===== src/rtl/binning_frame_ctrl_if.sv =====
// Video timing bundle observed by the binning frame controller: the stream entering the
// binning filter (_i) and the stream leaving it (_o). Same polarities on both sides.
interface binning_frame_ctrl_if;
  logic de_i;
  logic hs_i;
  logic vs_i;
  logic de_o;
  logic hs_o;
  logic vs_o;

  modport master (output de_i, hs_i, vs_i, de_o, hs_o, vs_o);
  modport slave  (input  de_i, hs_i, vs_i, de_o, hs_o, vs_o);
endinterface


===== src/rtl/binning_frame_ctrl.sv =====
// Frame-synchronous controller for the 2x2 binning filter: vblank-only config handoff,
// per-frame sequencing and sticky geometry/timeout error reporting.
module binning_frame_ctrl #(
  parameter int CNT_WIDTH = 16,
  parameter int DRAIN_TMO = 1048576
) (
  input  logic                 clk,
  input  logic                 rst_n,
  input  logic                 cfg_bypass_i,
  input  logic [CNT_WIDTH-1:0] cfg_xsize_i,
  input  logic [CNT_WIDTH-1:0] cfg_ysize_i,
  input  logic                 cfg_apply_i,
  input  logic                 err_clr_i,
  binning_frame_ctrl_if.slave  vid,
  output logic                 bin_bypass_o,
  output logic                 busy_o,
  output logic                 frame_start_o,
  output logic                 frame_done_o,
  output logic [3:0]           err_o,
  output logic [CNT_WIDTH-1:0] frame_cnt_o
);
  localparam int TMO_W = (DRAIN_TMO > 1) ? $clog2(DRAIN_TMO) : 1;
  localparam logic [CNT_WIDTH-1:0] CNT_ZERO = {CNT_WIDTH{1'b0}};
  localparam logic [CNT_WIDTH-1:0] CNT_MAX  = {CNT_WIDTH{1'b1}};
  localparam logic [CNT_WIDTH-1:0] CNT_ONE  = CNT_WIDTH'(32'd1);
  localparam logic [TMO_W-1:0]     TMO_ZERO = {TMO_W{1'b0}};
  localparam logic [TMO_W-1:0]     TMO_ONE  = TMO_W'(32'd1);
  localparam logic [TMO_W-1:0]     TMO_LAST = TMO_W'(DRAIN_TMO - 1);

  typedef enum logic [1:0] {
    ST_IDLE       = 2'd0,
    ST_WAIT_FRAME = 2'd1,
    ST_IN_FRAME   = 2'd2,
    ST_DRAIN      = 2'd3
  } state_t;

  // A saturated counter never equals a legal size, so it is always reported as a mismatch.
  function automatic logic [CNT_WIDTH-1:0] sat_inc(input logic [CNT_WIDTH-1:0] v);
    sat_inc = (v == CNT_MAX) ? v : (v + CNT_ONE);
  endfunction

  function automatic logic size_bad(input logic [CNT_WIDTH-1:0] cnt, input logic [CNT_WIDTH-1:0] exp_v);
    size_bad = (cnt != exp_v) || (cnt == CNT_MAX);
  endfunction

  state_t               state_r;
  logic                 vs_i_r, hs_i_r, vs_o_r, hs_o_r;
  logic                 pend_bypass_r, act_bypass_r;
  logic [CNT_WIDTH-1:0] pend_xsize_r, pend_ysize_r, act_xsize_r, act_ysize_r;
  logic [CNT_WIDTH-1:0] in_x_r, in_y_r, out_x_r, out_y_r, frame_cnt_r;
  logic [TMO_W-1:0]     tmr_r;
  logic                 busy_r, frame_start_r, frame_done_r;
  logic [3:0]           err_r;

  logic                 vs_i_rise_s, vs_i_fall_s, hs_i_rise_s, vs_o_fall_s, hs_o_rise_s;
  logic                 out_chk_s, tmo_s, drain_end_s;
  logic [CNT_WIDTH-1:0] exp_ox_s, exp_oy_s;
  logic [3:0]           err_set_s;

  assign vs_i_rise_s = vid.vs_i & ~vs_i_r;
  assign vs_i_fall_s = ~vid.vs_i & vs_i_r;
  assign hs_i_rise_s = vid.hs_i & ~hs_i_r;
  assign vs_o_fall_s = ~vid.vs_o & vs_o_r;
  assign hs_o_rise_s = vid.hs_o & ~hs_o_r;

  assign out_chk_s   = (state_r == ST_IN_FRAME) || (state_r == ST_DRAIN);
  assign tmo_s       = (state_r == ST_DRAIN) && !vs_o_fall_s && (tmr_r == TMO_LAST);
  assign drain_end_s = vs_o_fall_s || (tmr_r == TMO_LAST);
  assign exp_ox_s    = act_bypass_r ? act_xsize_r : {1'b0, act_xsize_r[CNT_WIDTH-1:1]};
  assign exp_oy_s    = act_bypass_r ? act_ysize_r : {1'b0, act_ysize_r[CNT_WIDTH-1:1]};

  // Per-cycle error events; empty lines (zero pixels) are not checked.
  always_comb begin
    err_set_s    = 4'b0000;
    err_set_s[0] = (state_r == ST_IN_FRAME) && hs_i_rise_s && (in_x_r != CNT_ZERO)
                   && size_bad(in_x_r, act_xsize_r);
    err_set_s[1] = (state_r == ST_IN_FRAME) && vs_i_fall_s && size_bad(in_y_r, act_ysize_r);
    err_set_s[2] = out_chk_s && !tmo_s &&
                   ((hs_o_rise_s && (out_x_r != CNT_ZERO) && size_bad(out_x_r, exp_ox_s)) ||
                    ((state_r == ST_DRAIN) && vs_o_fall_s && size_bad(out_y_r, exp_oy_s)));
    err_set_s[3] = tmo_s;
  end

  // Frame FSM, config pending/active handoff, geometry counters and status registers.
  always_ff @(posedge clk or negedge rst_n) begin
    if (!rst_n) begin
      state_r       <= ST_IDLE;
      vs_i_r        <= 1'b0;
      hs_i_r        <= 1'b0;
      vs_o_r        <= 1'b0;
      hs_o_r        <= 1'b0;
      pend_bypass_r <= 1'b1;
      act_bypass_r  <= 1'b1;
      pend_xsize_r  <= CNT_ZERO;
      pend_ysize_r  <= CNT_ZERO;
      act_xsize_r   <= CNT_ZERO;
      act_ysize_r   <= CNT_ZERO;
      in_x_r        <= CNT_ZERO;
      in_y_r        <= CNT_ZERO;
      out_x_r       <= CNT_ZERO;
      out_y_r       <= CNT_ZERO;
      frame_cnt_r   <= CNT_ZERO;
      tmr_r         <= TMO_ZERO;
      busy_r        <= 1'b0;
      frame_start_r <= 1'b0;
      frame_done_r  <= 1'b0;
      err_r         <= 4'b0000;
    end else begin
      vs_i_r        <= vid.vs_i;
      hs_i_r        <= vid.hs_i;
      vs_o_r        <= vid.vs_o;
      hs_o_r        <= vid.hs_o;
      frame_start_r <= 1'b0;
      frame_done_r  <= 1'b0;
      err_r         <= (err_clr_i ? 4'b0000 : err_r) | err_set_s;

      if (cfg_apply_i) begin
        pend_bypass_r <= cfg_bypass_i;
        pend_xsize_r  <= cfg_xsize_i;
        pend_ysize_r  <= cfg_ysize_i;
      end

      if (state_r == ST_IN_FRAME) begin
        if (hs_i_rise_s && (in_x_r != CNT_ZERO)) begin
          in_x_r <= CNT_ZERO;
          in_y_r <= sat_inc(in_y_r);
        end else if (vid.de_i && !vid.hs_i) begin
          in_x_r <= sat_inc(in_x_r);
        end
      end

      if (out_chk_s) begin
        if (hs_o_rise_s && (out_x_r != CNT_ZERO)) begin
          out_x_r <= CNT_ZERO;
          out_y_r <= sat_inc(out_y_r);
        end else if (vid.de_o && !vid.hs_o) begin
          out_x_r <= sat_inc(out_x_r);
        end
      end

      case (state_r)
        ST_IDLE: begin
          if (cfg_apply_i) state_r <= ST_WAIT_FRAME;
        end
        ST_WAIT_FRAME: begin
          // A rise needs vs_i low on the previous sample, so a frame is never joined mid-way.
          if (vs_i_rise_s) begin
            act_bypass_r  <= pend_bypass_r;
            act_xsize_r   <= pend_xsize_r;
            act_ysize_r   <= pend_ysize_r;
            in_x_r        <= CNT_ZERO;
            in_y_r        <= CNT_ZERO;
            out_x_r       <= CNT_ZERO;
            out_y_r       <= CNT_ZERO;
            busy_r        <= 1'b1;
            frame_start_r <= 1'b1;
            state_r       <= ST_IN_FRAME;
          end
        end
        ST_IN_FRAME: begin
          if (vs_i_fall_s) begin
            tmr_r   <= TMO_ZERO;
            state_r <= ST_DRAIN;
          end
        end
        ST_DRAIN: begin
          if (drain_end_s) begin
            busy_r       <= 1'b0;
            frame_done_r <= 1'b1;
            frame_cnt_r  <= frame_cnt_r + CNT_ONE;
            state_r      <= ST_WAIT_FRAME;
          end else begin
            tmr_r <= tmr_r + TMO_ONE;
          end
        end
        default: begin
          busy_r  <= 1'b0;
          state_r <= ST_IDLE;
        end
      endcase
    end
  end

  assign bin_bypass_o  = act_bypass_r;
  assign busy_o        = busy_r;
  assign frame_start_o = frame_start_r;
  assign frame_done_o  = frame_done_r;
  assign err_o         = err_r;
  assign frame_cnt_o   = frame_cnt_r;
endmodule


===== src/flat_wrapper.sv =====
// flat-port wrapper written by rule: the top's interface ports become plain ports
module binning_frame_ctrl_flat 
#(
  parameter int CNT_WIDTH = 16,
  parameter int DRAIN_TMO = 1048576
)
  (clk, rst_n, cfg_bypass_i, cfg_xsize_i, cfg_ysize_i, cfg_apply_i, err_clr_i, bin_bypass_o, busy_o, frame_start_o, frame_done_o, err_o, frame_cnt_o, vid_de_i, vid_hs_i, vid_vs_i, vid_de_o, vid_hs_o, vid_vs_o);
  binning_frame_ctrl_if vid_i ();
  input  logic clk;
  input  logic rst_n;
  input  logic cfg_bypass_i;
  input  logic [CNT_WIDTH-1:0] cfg_xsize_i;
  input  logic [CNT_WIDTH-1:0] cfg_ysize_i;
  input  logic cfg_apply_i;
  input  logic err_clr_i;
  output logic bin_bypass_o;
  output logic busy_o;
  output logic frame_start_o;
  output logic frame_done_o;
  output logic [3:0] err_o;
  output logic [CNT_WIDTH-1:0] frame_cnt_o;
  input wire logic [$bits(vid_i.de_i)-1:0] vid_de_i;
  input wire logic [$bits(vid_i.hs_i)-1:0] vid_hs_i;
  input wire logic [$bits(vid_i.vs_i)-1:0] vid_vs_i;
  input wire logic [$bits(vid_i.de_o)-1:0] vid_de_o;
  input wire logic [$bits(vid_i.hs_o)-1:0] vid_hs_o;
  input wire logic [$bits(vid_i.vs_o)-1:0] vid_vs_o;
  assign vid_i.de_i = vid_de_i;
  assign vid_i.hs_i = vid_hs_i;
  assign vid_i.vs_i = vid_vs_i;
  assign vid_i.de_o = vid_de_o;
  assign vid_i.hs_o = vid_hs_o;
  assign vid_i.vs_o = vid_vs_o;
  binning_frame_ctrl #(.CNT_WIDTH(CNT_WIDTH), .DRAIN_TMO(DRAIN_TMO)) u_core (.clk(clk), .rst_n(rst_n), .cfg_bypass_i(cfg_bypass_i), .cfg_xsize_i(cfg_xsize_i), .cfg_ysize_i(cfg_ysize_i), .cfg_apply_i(cfg_apply_i), .err_clr_i(err_clr_i), .vid(vid_i), .bin_bypass_o(bin_bypass_o), .busy_o(busy_o), .frame_start_o(frame_start_o), .frame_done_o(frame_done_o), .err_o(err_o), .frame_cnt_o(frame_cnt_o));
endmodule

===== config.mk =====
export PLATFORM = sky130hd
export DESIGN_NAME = binning_frame_ctrl_flat
export DESIGN_NICKNAME = d
export VERILOG_FILES = /design/src/rtl/binning_frame_ctrl_if.sv /design/src/rtl/binning_frame_ctrl.sv /design/src/flat_wrapper.sv
export SDC_FILE = /design/constraint.sdc
export NUM_CORES = 1
export LEC_CHECK = 0
export CAP_MARGIN = 20
export CELL_PAD_IN_SITES_DETAIL_PLACEMENT = 1
export CELL_PAD_IN_SITES_GLOBAL_PLACEMENT = 1
export CORE_MARGIN = 2
export CORE_UTILIZATION = 30
export DETAILED_ROUTE_END_ITERATION = 7
export GPL_TIMING_DRIVEN = 0
export PLACE_DENSITY_LB_ADDON = 0.1
export SLEW_MARGIN = 20
export SYNTH_ARGS = -nofsm -noshare
export SYNTH_HDL_FRONTEND = slang
export SYNTH_SLANG_ARGS = --single-unit
export TNS_END_PERCENT = 100

===== constraint.sdc =====
create_clock -name clk -period 3.04 [get_ports clk]
set_clock_uncertainty 0.1 [all_clocks]
set_input_delay 0.456 -clock clk [delete_from_list [all_inputs] [get_ports clk]]
set_output_delay 0.456 -clock clk [all_outputs]
set_load 0.01 [all_outputs]

### After elaboration in Yosys (flattened, before gate mapping)

Index checks and enable logic that the tools add are counted.

| operators by class | value |
|---|---|
| mux-type cells | 40 |
| reduce and logical (&&, ||, !) cells | 37 |
| bitwise operators | 11 |
| equal/unequal tests | 17 |
| add/subtract/negate cells | 6 |

Operator list:

| cell | count |
|---|---|
| 16-bit 2-to-1 mux | 24 |
| 16-bit by 1-bit adder with 16-bit output (second input constant) | 5 |
| 16-bit == test (second input constant) | 4 |
| 16-bit inequality test | 4 |
| 20-bit 2-to-1 mux | 2 |
| 20-bit one-hot mux with 2 select lines | 1 |
| 16-bit nonzero test | 2 |
| 20-bit by 1-bit adder with 20-bit output (second input constant) | 1 |
| 20-bit == test (second input constant) | 1 |
| 1-bit logical AND | 16 |
| 2-bit 2-to-1 mux | 4 |
| 2-bit one-hot mux with 4 select lines | 1 |
| 1-bit logical OR | 7 |
| 1-bit 2-to-1 mux | 6 |
| 2-bit by 1-bit inequality test with 1-bit output (second input constant) | 3 |
| 3-bit AND reduction | 2 |
| 1-bit AND | 5 |
| 1-bit inverter | 5 |
| 2-bit == test (second input constant) | 2 |
| 1-bit logical NOT | 4 |
| 4-bit 2-to-1 mux | 1 |
| 2-bit inequality test (second input constant) | 2 |
| 4-bit OR | 1 |
| 2-bit AND reduction | 2 |
| 5 further kinds | 6 |

| storage, ports and cells | value |
|---|---|
| bits of input ports | 43 |
| output and inout bits | 24 |
| word-level logic and storage cells | 132 |
| register bits after elaboration | 179 |

### Logic depth before layout (Yosys ltp)

Gate-level depths: netlist (run 1).

| depth | value |
|---|---|
| depth after elaboration | 9 |
| gate-level depth with buffers | 10 |
| depth with buffers taken out | 8 |

### Least setup slack after synthesis (run 1)

Ideal clock, no wire load.

| timing path | value |
|---|---|
| path kind | register to register |
| start point | register u_core.out_x_r[0] |
| end point | register u_core.out_y_r[4] |
| period minus slack after synthesis | 2.414 ns |
| cell stages (with the launch flop) | 11 |
| path buffers | 2 |
| arrival time | 2.182 ns |
| required time | 2.807 ns |
| setup slack | 0.626 ns |
| setup time | 0.133 ns |
| cells stage by stage | dfrtp_1 clkbuf_1 inv_1 ha_1 or4b_1 o41a_1 o211a_1 buf_6 nand4_1 xor2_1 nor2_1 |

| between the ends | value |
|---|---|
| word-level cells in the longest chain between the ends | 6 |

Ends and longest elaborated chain:

| item | line | source |
|---|---|---|
| start: declaration | binning_frame_ctrl.sv:50 | `logic [CNT_WIDTH-1:0] in_x_r, in_y_r, out_x_r, out_y_r, frame_cnt_r;` |
| start signal: assignment | binning_frame_ctrl.sv:137 | `out_x_r <= sat_inc(out_x_r);` |
| 16-bit nonzero test * | binning_frame_ctrl.sv:133 | `if (hs_o_rise_s && (out_x_r != CNT_ZERO)) begin` |
| 1-bit logical AND * | binning_frame_ctrl.sv:133 |  |
| 16-bit 2-to-1 mux * | binning_frame_ctrl.sv:133 |  |
| 16-bit 2-to-1 mux * | binning_frame_ctrl.sv:132 | `if (out_chk_s) begin` |
| 16-bit 2-to-1 mux | binning_frame_ctrl.sv:147 | `if (vs_i_rise_s) begin` |
| 16-bit 2-to-1 mux * | binning_frame_ctrl.sv:141 | `case (state_r)` |
| end signal: assignment | binning_frame_ctrl.sv:135 | `out_y_r <= sat_inc(out_y_r);` |
| end: declaration | binning_frame_ctrl.sv:50 |  |

Every way passes the cells marked *; elsewhere a longest branch is shown, timed or not.
A chain may end at the register's enable or synchronous reset.

### Final worst setup path (run 1)

| timing path | value |
|---|---|
| start point | register u_core.act_bypass_r (netlist: u_core.bin_bypass_o) |
| end point | register u_core.err_r[2] (netlist: u_core.err_o[2]) |

| between the ends | value |
|---|---|
| word-level cells in the longest chain between the ends | 7 |
| elaborated cells on any way between the ends | 11 |
| classes of those cells | 2 x eq/ne; 2 x mux; 1 x bitwise; 6 x reduce/logical |

Ends and longest elaborated chain:

| item | line | source |
|---|---|---|
| start: declaration | binning_frame_ctrl.sv:48 | `logic pend_bypass_r, act_bypass_r;` |
| start signal: assignment | binning_frame_ctrl.sv:148 | `act_bypass_r <= pend_bypass_r;` |
| 16-bit 2-to-1 mux (on tied branches) | binning_frame_ctrl.sv:69, binning_frame_ctrl.sv:70 |  |
| 16-bit inequality test | binning_frame_ctrl.sv:43 | `size_bad = (cnt != exp_v) \|\| (cnt == CNT_MAX);` |
| 1-bit logical OR | binning_frame_ctrl.sv:43 |  |
| 1-bit logical AND (on tied branches) | binning_frame_ctrl.sv:79, binning_frame_ctrl.sv:80 |  |
| 1-bit logical OR * | binning_frame_ctrl.sv:79 | `((hs_o_rise_s && (out_x_r != CNT_ZERO) && size_bad(out_x_r, exp_ox_s)) \|\|` |
| 1-bit logical AND * | binning_frame_ctrl.sv:78 | `err_set_s[2] = out_chk_s && !tmo_s &&` |
| 4-bit OR * | binning_frame_ctrl.sv:115 | `err_r <= (err_clr_i ? 4'b0000 : err_r) \| err_set_s;` |
| end signal: assignment | binning_frame_ctrl.sv:115 |  |
| end: declaration | binning_frame_ctrl.sv:53 | `logic [3:0] err_r;` |

Marked as above.

==> out/qor.yml, run 1 <==
synth_top_area_share: 0.474
status: "finished, final reports clean"
stdcell_count: 1450
p_comb_frac: 0.284
critPathMaxStageDelay_ns: 0.58
n_antenna_cell: 0
cts_tree: "yes"
synth_area_leader_cell: "dfrtp_1"
fillers: 3482
leakage_uw: 0.00494
setup-violations-final: 0
worst_setup_path_start_kind: "flip-flop"
port_buffers: 65
clk_latency_ns: 0.45
clkTransAtPathRegs_ns: 0.08
hold_end: "u_core.act_xsize_r[15]"
cp.required_ns: 3.25
cts-buffers-inserted: 17
place_inst: 1417
drv_cap: 0
avgSynthCellArea_um2: 9.80
coreArea_um2: 30700
fin_nets: 1097
dieArea_um2: 32600
drv_slew: 0
switchingPower_uw: 2860
drc: 0
crit_chain: "buf_2 > buf_4 > mux2i_1 > xor2_1 > nand4_1 > or4_1 > o31ai_4 > o221ai_1"
syn_area_um2: 9350
path_class: "reg2reg"
holdCritPathClass: "reg2reg"
synthArstFlopShare: 1.00
first_pass_iters: 4
clkSinkCount: 179
h-tree-depth: 4
power_density_nw_per_um2: 688
crit_buf_inv: 2
grt-ovfl-total: 0
synth_fp_nets: 1010
netlist_top_cells_area: "dfrtp_1, xor2_1, nand2_1"
yosys_warnings: 0
period_share: 0.937
worstPathArrival_ns: 3.06
ant_nets: 0
cts_buffer_depth: 2
drtIter0Drc: 371
routedWlPerCell_um: 17.9
ys_seq_area_frac: 0.479
die_h_um: 181
routed_wl_um: 25900
grt_usage: 0.167
tightest_slew_ns: 0.965
cp_max_fo: 10
grt_first_pass_wirelength_um: 42900
post_cts_buffers: 0
rrSetupSlack_ns: 0.19
rr_worst_depth: 8
p_clk_frac: 0.289
timing.rr.start: "u_core.bin_bypass_o"
clockRootBuffer: "clkbuf_16"
ir_drop_mv: 0.435
die_x_um: 181
layout-drive-gt1-share: 0.0987
area_growth_pct: 19.7
hpwl_um: 19300
fmax_mhz: 351
start_util: 0.305
finalHoldViolCount: 0
r2r_end: "u_core.err_o[2]"
setup.worst_path.end_class: "flip-flop"
hold_path_startpoint: "u_core.pend_xsize_r[15]"
sequentialPowerShare: 0.428
hold-worst-slack_ns: 0.366
syn_inst: 954
ys_ff_latch: 179
slew_headroom: 0.351
rsz0062_at_grt: "false"
ys.flop_type: "dfrtp_1"
routabilityCongestion: 0.768
row_count: 64
min_period_ns: 2.85
grt_max_degree: 72
cpLargestDelayFamily: "simple AND/OR/NAND/NOR gates"
p_sw_frac: 0.371
grt_pass1_vias: 7507
routed_via_density: 4.94
synth_cell_types: 62
vias: 7158
hold_depth: 2
synth_edf_count: 0
pin_count: 67
internal-power_uw: 4840
antenna_found_initial: 0
cp_slowest_cell: "or4_1"
-- worst reg2reg max path, stage by stage (launching register included) --
cell	delay [ns]
dfstp_2	0.53
buf_2	0.17
buf_4	0.24
mux2i_1	0.28
xor2_1	0.18
nand4_1	0.13
or4_1	0.59
o31ai_4	0.34
o221ai_1	0.16
-- cell usage in the layout, fill, tap and decap left out, drive strengths merged, types with 3 or more instances in the layout --
cell	Yosys	layout
dfrtp	177	177
nand2	145	145
nor2	92	92
xor2	81	81
clkdlybuf4s50	0	64
xnor2	57	57
nand3	43	43
clkbuf	26	43
inv	29	35
mux2	34	34
nand4	33	33
mux2i	27	27
nor3	27	27
buf	15	18
nor4	17	17
o21ai	14	14
ha	13	13
or3	12	12
a21oi	12	12
and4	10	10
and3	7	7
a31oi	7	7
and2	6	6
o211a	6	6
or4	6	6
clkinv	0	6
nand2b	5	5
o22ai	5	5
or2	4	4
nor2b	4	4
o21bai	3	3
a221oi	3	3
a311oi	3	3
nor4b	3	3
clkinvlp	0	3
o211ai	3	3
-- worst max path at each step --
stage                        start                endpoint  cells past startpoint
2_1_floorplan    u_core.out_x_r[0]       u_core.out_y_r[4]                     10
3_3_place_gp                 rst_n  u_core.frame_cnt_o[12]                      1
3_5_place_dp     u_core.state_r[0]        u_core.tmr_r[11]                      8
4_1_cts        u_core.bin_bypass_o         u_core.err_o[2]                      8
5_1_grt        u_core.bin_bypass_o         u_core.err_o[2]                      8
6_report       u_core.bin_bypass_o         u_core.err_o[2]                      8
-- power by group through the flow --
stage / Sequential (uW) / Clock [uW] / Combinational (uW)
2_1_floorplan: 3150 / 0 / 1530
3_3_place_gp: 3350 / 0 / 2160
3_5_place_dp: 3350 / 0 / 2200
4_1_cts: 3300 / 2320 / 2220
5_1_grt: 3370 / 2410 / 2460
6_report: 3300 / 2220 / 2180
-- what timing repair did --
| item | in CTS | in global routing |
|---|---|---|
| hold endpoints to repair | 43 | 0 |
| pin swaps | 0 | 0 |
| endpoints found under the setup margin | 12 | 12 |
| resized for setup | 3 | 5 |
| hold buffers | 1 | 0 |
-- metrics by stage --
step | util | total power [uW] | setup WS [ns] | cell area, um2 | TNS, ns
final | 0.365 | 7700 | 0.192 | 11200 | 0
after global routing | 0.365 | 8250 | 0.0387 | 11200 | 0
after CTS | 0.364 | 7840 | 0.112 | 11200 | 0
after detailed placement | 0.344 | 5540 | -0.102 | 10600 | -1.13
after global placement | 0.342 | 5510 | -6.79 | 10500 | -1206.61
after floorplan | - | 4680 | 0.626 | 9350 | 0
-- cell type report --
type                       count  area, um2  share of cell area
multi-input combinational    705       4610               0.412
clock buffer                  17        425              0.0380
inverter                      29        109             0.00973
sequential                   179       4480               0.400
clock inverter                15        163              0.0145
buffer                        41        191              0.0171
tap                          396        495              0.0443
timing repair buffer          68        721              0.0644
-- cell families after synthesis --
group	Yosys count	share of synthesized area
adders and majority gates	13	0.0174
AOI/OAI and AO/OA	72	0.0547
xor gates and xnor gates	138	0.129
muxes	61	0.0698
and+or+nand+nor	421	0.218
DFF	179	0.479
buffers and inverters	70	0.0318
-- routing by layer --
layer  vias to the layer above  track usage  wire (um)
li1                       3457            -          -
met1                      3596        0.238      13000
met2                        88        0.257      11800
met3                        17       0.0309        821
met4                         0       0.0487        323
met5                         -            0          0
-- registers in the layout, indices dropped and copies added, names as in the netlist, 2 cells and up --
name / cells
u_core.act_xsize_r: 16
u_core.act_ysize_r: 16
u_core.err_o: 4
u_core.frame_cnt_o: 16
u_core.in_x_r: 16
u_core.in_y_r: 16
u_core.out_x_r: 16
u_core.out_y_r: 16
u_core.pend_xsize_r: 16
u_core.pend_ysize_r: 16
u_core.state_r: 2
u_core.tmr_r: 20
-- cell usage after synthesis (4+ instances only) --
cell      number
and3_1         7
xnor2_1       57
nand4_1       32
nor4_1        17
clkbuf_1      26
or4_1          5
inv_1         28
o22ai_1        5
dfrtp_1      177
mux2i_1       27
a21oi_1       12
or2_2          4
nor2_1        91
ha_1          13
o21ai_0       12
a31oi_1        7
o211a_1        6
xor2_1        81
nand2b_1       5
mux2_2        34
nor3_1        27
nor2b_1        4
and4_1        10
or3_1         12
nand3_1       42
and2_1         6
buf_2          7
nand2_1      143
(Power assumes the default switching activity.)
==> run 2, diff against run 1 <==
--- a/config.mk
+++ b/config.mk
@@ -10,6 +10,7 @@
 export CELL_PAD_IN_SITES_GLOBAL_PLACEMENT = 1
 export CORE_MARGIN = 2
 export CORE_UTILIZATION = 30
+export CTS_BUF_LIST = sky130_fd_sc_hd__clkbuf_8
 export DETAILED_ROUTE_END_ITERATION = 7
 export GPL_TIMING_DRIVEN = 0
 export PLACE_DENSITY_LB_ADDON = 0.1
==> run 2 against run 1 <==
  * Non-clock buffer count stayed put
  * Cell count stayed put
  * Clock power is 25% lower
  * Flip-flop and latch count stayed put
  * Register-to-register slack hardly changed
  * Critical path depth stayed put
  * Largest cell class unchanged
  * Highest routed layer unchanged
==> out/qor.yml, run 2 (synthesized netlist as in run 1, its figures left out) <==
setup-violations-final: 0  # unchanged
worstPathArrival_ns: 3.12  # +0.06 ns
clkTransAtPathRegs_ns: 0.11  # +0.03 ns
power_density_nw_per_um2: 650  # -5.6%
die_h_um: 181  # unchanged
drc: 0  # unchanged
r2r_end: "u_core.err_o[2]"
internal-power_uw: 4360  # -10%
grt_max_degree: 72  # unchanged
n_antenna_cell: 0  # unchanged
largest_reg_flops: 20  # unchanged
row_count: 64  # unchanged
rsz0062_at_grt: "false"
path_class: "reg2reg"
switchingPower_uw: 2790  # -2.3%
ir_drop_mv: 0.291  # -33%
leakage_uw: 0.00486  # -1.8%
period_share: 0.936  # about the same
area_growth_pct: 17.6
p_clk_frac: 0.234  # -0.055
routed_wl_um: 25700  # -0.79%
clkSinkCount: 179  # unchanged
drv_cap: 0  # unchanged
status: "finished, final reports clean"
min_period_ns: 2.85  # -0.00157 ns
cp.required_ns: 3.31  # +0.06 ns
fmax_mhz: 351  # about the same
cp_slowest_cell: "or4_1"
antenna_found_initial: 0  # unchanged
drtIter0Drc: 319  # -14%
h-tree-depth: 4  # unchanged
critPathMaxStageDelay_ns: 0.58  # about the same
seqCellArea_um2: 4480  # unchanged
final_cell_mix: "dfrtp_1, nand2_1, nor2_1, xor2_1, clkdlybuf4s50_1"
cts-buffers-inserted: 17  # unchanged
routedWlPerCell_um: 17.7  # -0.79%
final_common_cell: "dfrtp_1"
fin_nets: 1097  # unchanged
clockRootBuffer: "clkbuf_8"
crit_chain: "buf_2 > buf_4 > mux2i_1 > xor2_1 > nand4_1 > or4_1 > o31ai_4 > o221ai_1"
worst_setup_path_start_kind: "flip-flop"
multi_input_area_um2: 4610  # unchanged
drv_slew: 0  # unchanged
ant_nets: 0  # unchanged
pin_count: 67  # unchanged
finalHoldViolCount: 0  # unchanged
sequentialPowerShare: 0.461  # +0.033
rr_worst_depth: 8  # unchanged
first_pass_iters: 4  # unchanged
p_comb_frac: 0.305  # +0.021
rrSetupSlack_ns: 0.19  # about the same
routed_via_density: 4.92  # -0.42%
cts_tree: "yes"
p_sw_frac: 0.391  # +0.0193
grt-ovfl-total: 0  # unchanged
cts_buffer_depth: 2  # unchanged
start_util: 0.305  # unchanged
cp_max_fo: 10  # unchanged
holdCritPathClass: "in2async"
vias: 7128  # -0.42%
die_x_um: 181  # unchanged
setup.worst_path.end_class: "flip-flop"
timing.rr.start: "u_core.bin_bypass_o"
layout-drive-gt1-share: 0.0987  # unchanged
grt_usage: 0.166  # -0.000823
fillers: 3504  # +0.63%
largest_register: "u_core.tmr_r"
post_cts_buffers: 0  # unchanged
tightest_slew_ns: 0.992  # +0.0274 ns
routabilityCongestion: 0.768  # unchanged
port_buffers: 65  # unchanged
grt_pass1_vias: 7464  # -0.57%
hpwl_um: 19300  # unchanged
slew_headroom: 0.333  # -0.0184
setup_ws_ns: 0.193  # +0.00157 ns
grt_first_pass_wirelength_um: 42600  # -0.71%
coreArea_um2: 30700  # unchanged
clk_latency_ns: 0.50  # +0.05 ns
pre_cts_ws_ns: -0.102  # unchanged
dieArea_um2: 32600  # unchanged
fin_setup_tns_ns: 0  # unchanged
==> run 2: what timing repair did <==
item	in CTS	in global routing
pin swaps	0	0
hold buffers	1	0
resized for setup	3	5
setup endpoints to repair	12	14
hold endpoints to repair	43	0
==> run 2: how the worst max path moves through the flow <==
stage	to	startpoint	slack [ns]	cells past startpoint
floorplan	u_core.out_y_r[4]	u_core.out_x_r[0]	0.63	10
global placement	u_core.frame_cnt_o[12]	rst_n	-6.79	1
detailed placement	u_core.tmr_r[11]	u_core.state_r[0]	-0.10	8
CTS	u_core.tmr_r[17]	u_core.state_r[0]	0.10	8
global route	u_core.err_o[2]	u_core.bin_bypass_o	0.04	8
finish	u_core.err_o[2]	u_core.bin_bypass_o	0.19	8
==> run 2: cell type report <==
type	instances	share of cell area
Inverter	29	0.00990
Clock inverter	15	0.0148
Sequential cell	179	0.407
Clock buffer	17	0.0213
Timing Repair Buffer	68	0.0655
Tap cell	396	0.0450
Buffer	41	0.0174
Multi-Input combinational cell	705	0.419
==> run 2: worst max-delay path, delay by kind of cell (launching register included) <==
kind | cells | cell delay [ns]
and+or+nand+nor | 2 | 0.71
DFF | 1 | 0.54
AOI/OAI and AO/OA | 2 | 0.50
muxes | 1 | 0.28
xor gates and xnor gates | 1 | 0.18
buffers and inverters | 2 | 0.40
==> run 2: layer usage <==
layer | track usage | part of all wire | up-vias
met2 | 0.254 | 0.46 | 76
met3 | 0.0370 | 0.032 | 16
li1 | - | - | 3452
met4 | 0.0390 | 0.0094 | 0
met5 | 0 | 0 | -
met1 | 0.238 | 0.50 | 3584
==> run 2: power by group through the flow <==
stage               logic [uW]  clock network [uW]  registers (uW)
finish                    2180                1670            3290
global route              2460                1860            3370
CTS                       2210                1760            3300
detailed placement        2200                   0            3350
global placement          2160                   0            3350
floorplan                 1530                   0            3150
==> run 2: through the flow <==
stage	power (uW)	cells	area (um2)	hold WS, ns	util
after floorplan	4680	954	9350	0.0604	-
after global placement	5510	1415	10500	0.345	0.342
after detailed placement	5540	1417	10600	0.284	0.344
after CTS	7280	1450	11000	0.297	0.358
after global routing	7690	1450	11000	0.318	0.359
final	7150	1450	11000	0.336	0.359
==> run 3, diff against run 2 <==
--- a/config.mk
+++ b/config.mk
@@ -5,6 +5,7 @@
 export SDC_FILE = /design/constraint.sdc
 export NUM_CORES = 1
 export LEC_CHECK = 0
+export ABC_CLOCK_PERIOD_IN_PS = 2550
 export CAP_MARGIN = 20
 export CELL_PAD_IN_SITES_DETAIL_PLACEMENT = 1
 export CELL_PAD_IN_SITES_GLOBAL_PLACEMENT = 1
@@ -14,7 +15,6 @@
 export DETAILED_ROUTE_END_ITERATION = 7
 export GPL_TIMING_DRIVEN = 0
 export PLACE_DENSITY_LB_ADDON = 0.1
-export SLEW_MARGIN = 20
 export SYNTH_ARGS = -nofsm -noshare
 export SYNTH_HDL_FRONTEND = slang
 export SYNTH_SLANG_ARGS = --single-unit
==> constraint.sdc (replaced) <==
create_clock -name clk -period 2.55 [get_ports clk]
set_clock_uncertainty 0.1 [all_clocks]
set_input_delay 0.3825 -clock clk [delete_from_list [all_inputs] [get_ports clk]]
set_output_delay 0.3825 -clock clk [all_outputs]
set_load 0.01 [all_outputs]
==> run 3 against run 2 <==
  * Maximum frequency up 14%
  * Die area unchanged
  * Critical path depth up 1
  * Critical path type unchanged
  * Critical endpoint is now u_core.in_y_r[11]
==> out/qor.yml, run 3 (synthesized netlist as in run 1, its figures left out) <==
h-tree-depth: 4  # unchanged
die_h_um: 181  # unchanged
hpwl_um: 19300  # unchanged
routabilityCongestion: 0.768  # unchanged
port_buffers: 65  # unchanged
routedWlPerCell_um: 17.8  # +0.43%
die_x_um: 181  # unchanged
cpLargestDelayFamily: "compound AO/OA/AOI/OAI gates"
clockRootBuffer: "clkbuf_8"
coreArea_um2: 30700  # unchanged
setup.worst_path.end_class: "flip-flop"
ir_drop_mv: 0.344  # +18%
layout-drive-gt1-share: 0.132  # +0.0337
drtIter0Drc: 343  # +7.5%
status: "finished, final reports clean"
drc: 0  # unchanged
vias: 7209  # +1.1%
cts_buffer_depth: 2  # unchanged
grt_pass1_vias: 7499  # +0.47%
slew_headroom: 0.448  # +0.115
fmax_mhz: 402  # +14%
leakage_uw: 0.00494  # +1.8%
crit_buf_inv: 2  # unchanged
cts_tree: "yes"
min_period_ns: 2.49  # -0.356 ns
postLayoutCoreUtil: 0.367  # +0.00791
antenna_found_initial: 0  # unchanged
n_antenna_cell: 0  # unchanged
crit_chain: "inv_1 > ha_1 > or4b_4 > o41a_1 > o211ai_4 > buf_4 > nor3_1 > xnor2_1 > nor2_1"
largest_register: "u_core.tmr_r"
routed_wl_um: 26000  # +1.2%
path_class: "reg2reg"
ant_nets: 0  # unchanged
pre_cts_ws_ns: -0.592  # -0.490 ns
final_common_cell: "dfrtp_1"
area_growth_pct: 20.2
drv_slew: 0  # unchanged
first_pass_iters: 4  # unchanged
fin_nets: 1108  # +1.0%
stdcell_count: 1461  # +0.76%
cts-buffers-inserted: 17  # unchanged
grt_max_degree: 72  # unchanged
worst_setup_path_start_kind: "flip-flop"
period_share: 0.977  # +0.0403
start_util: 0.305  # unchanged
clk_latency_ns: 0.51  # about the same
finalHoldViolCount: 0  # unchanged
setup-violations-final: 0  # unchanged
clkTransAtPathRegs_ns: 0.12  # about the same
critPathMaxStageDelay_ns: 0.49  # -0.09 ns
power_density_nw_per_um2: 781  # +20%
grt-ovfl-total: 0  # unchanged
grt_usage: 0.166  # -0.000216
cp.required_ns: 2.82  # -0.49 ns
largest_reg_flops: 20  # unchanged
clkSinkCount: 179  # unchanged
drv_cap: 0  # unchanged
routed_via_density: 4.93  # +0.37%
worstPathArrival_ns: 2.76  # -0.36 ns
tightest_slew_ns: 0.828  # -0.164 ns
setup_ws_ns: 0.0594  # -0.134 ns
row_count: 64  # unchanged
final_cell_mix: "dfrtp_1, nand2_1, nor2_1, xor2_1, clkdlybuf4s50_1"
pin_count: 67  # unchanged
grt_first_pass_wirelength_um: 42600  # unchanged
cp_max_fo: 5  # -5
dieArea_um2: 32600  # unchanged
cp_slowest_cell: "o41a_1"
holdCritPathClass: "in2async"
place_inst: 1417  # unchanged
[run 3: per-layer routing]
layer,global-route usage,wire (um),vias to the layer above,share of wire
met4,0.0390,290,0,0.011
li1,-,-,3472,-
met3,0.0370,833,20,0.032
met2,0.256,11900,74,0.46
met1,0.235,13000,3643,0.50
met5,0,0,-,0
[run 3: layout make-up]
| cell class | instances | area (um2) |
|---|---|---|
| well taps | 396 | 495 |
| clock buffers | 17 | 234 |
| fillers | 3496 | 19400 |
| inverters | 29 | 109 |
| plain buffers | 35 | 203 |
| repair buffers | 85 | 852 |
| clock inverters | 15 | 163 |
| multi-input cells | 705 | 4700 |
| flip-flops and latches | 179 | 4490 |
[run 3: worst register-to-register path, cell delays in order (launching register included)]
cell      delay (ns)
dfrtp_2         0.44
inv_1           0.06
ha_1            0.14
or4b_4          0.48
o41a_1          0.49
o211ai_4        0.16
buf_4           0.21
nor3_1          0.06
xnor2_1         0.16
nor2_1          0.05
[run 3: metrics by stage]
step,setup TNS (ns),hold WS (ns),instance area (um2),total power [uW]
2_1_floorplan,0,-0.0131,9350,5580
3_3_place_gp,-1301.60,0.345,10500,6570
3_5_place_dp,-22.22,0.210,10600,6610
4_1_cts,-0.000407,0.224,11100,8750
5_1_grt,-0.00613,0.245,11200,9410
6_report,0,0.258,11200,8780
[run 3: worst paths after layout]
check | to | cells past startpoint | start | slack (ns)
worst max register to register | u_core.in_y_r[11] | 9 | u_core.in_x_r[0] | 0.06
worst max-delay path | u_core.in_y_r[11] | 9 | u_core.in_x_r[0] | 0.06
max in group asynchronous | u_core.frame_cnt_o[0] | 4 | rst_n | 1.05
min in group clk | u_core.hs_o_r | 1 | vid_hs_o | 0.26
worst min register to register | u_core.act_xsize_r[14] | 2 | u_core.pend_xsize_r[14] | 0.37
worst min-delay path | u_core.tmr_r[1] | 2 | rst_n | 0.26
[run 3: what timing repair did]
action,4_1_cts,5_1_grt
setup endpoints to repair,78,59
setup buffers,3,13
hold buffers,1,0
pin swaps,5,7
hold endpoints to repair,43,0
gates cloned,0,1
gates resized for setup,22,27
[run 3: where the power goes]
group	leakage (uW)	total, uW	internal (uW)	switching (uW)
registers	0.00233	3950	3280	666
clock network	0.000190	2000	735	1270
logic	0.00242	2830	1350	1480
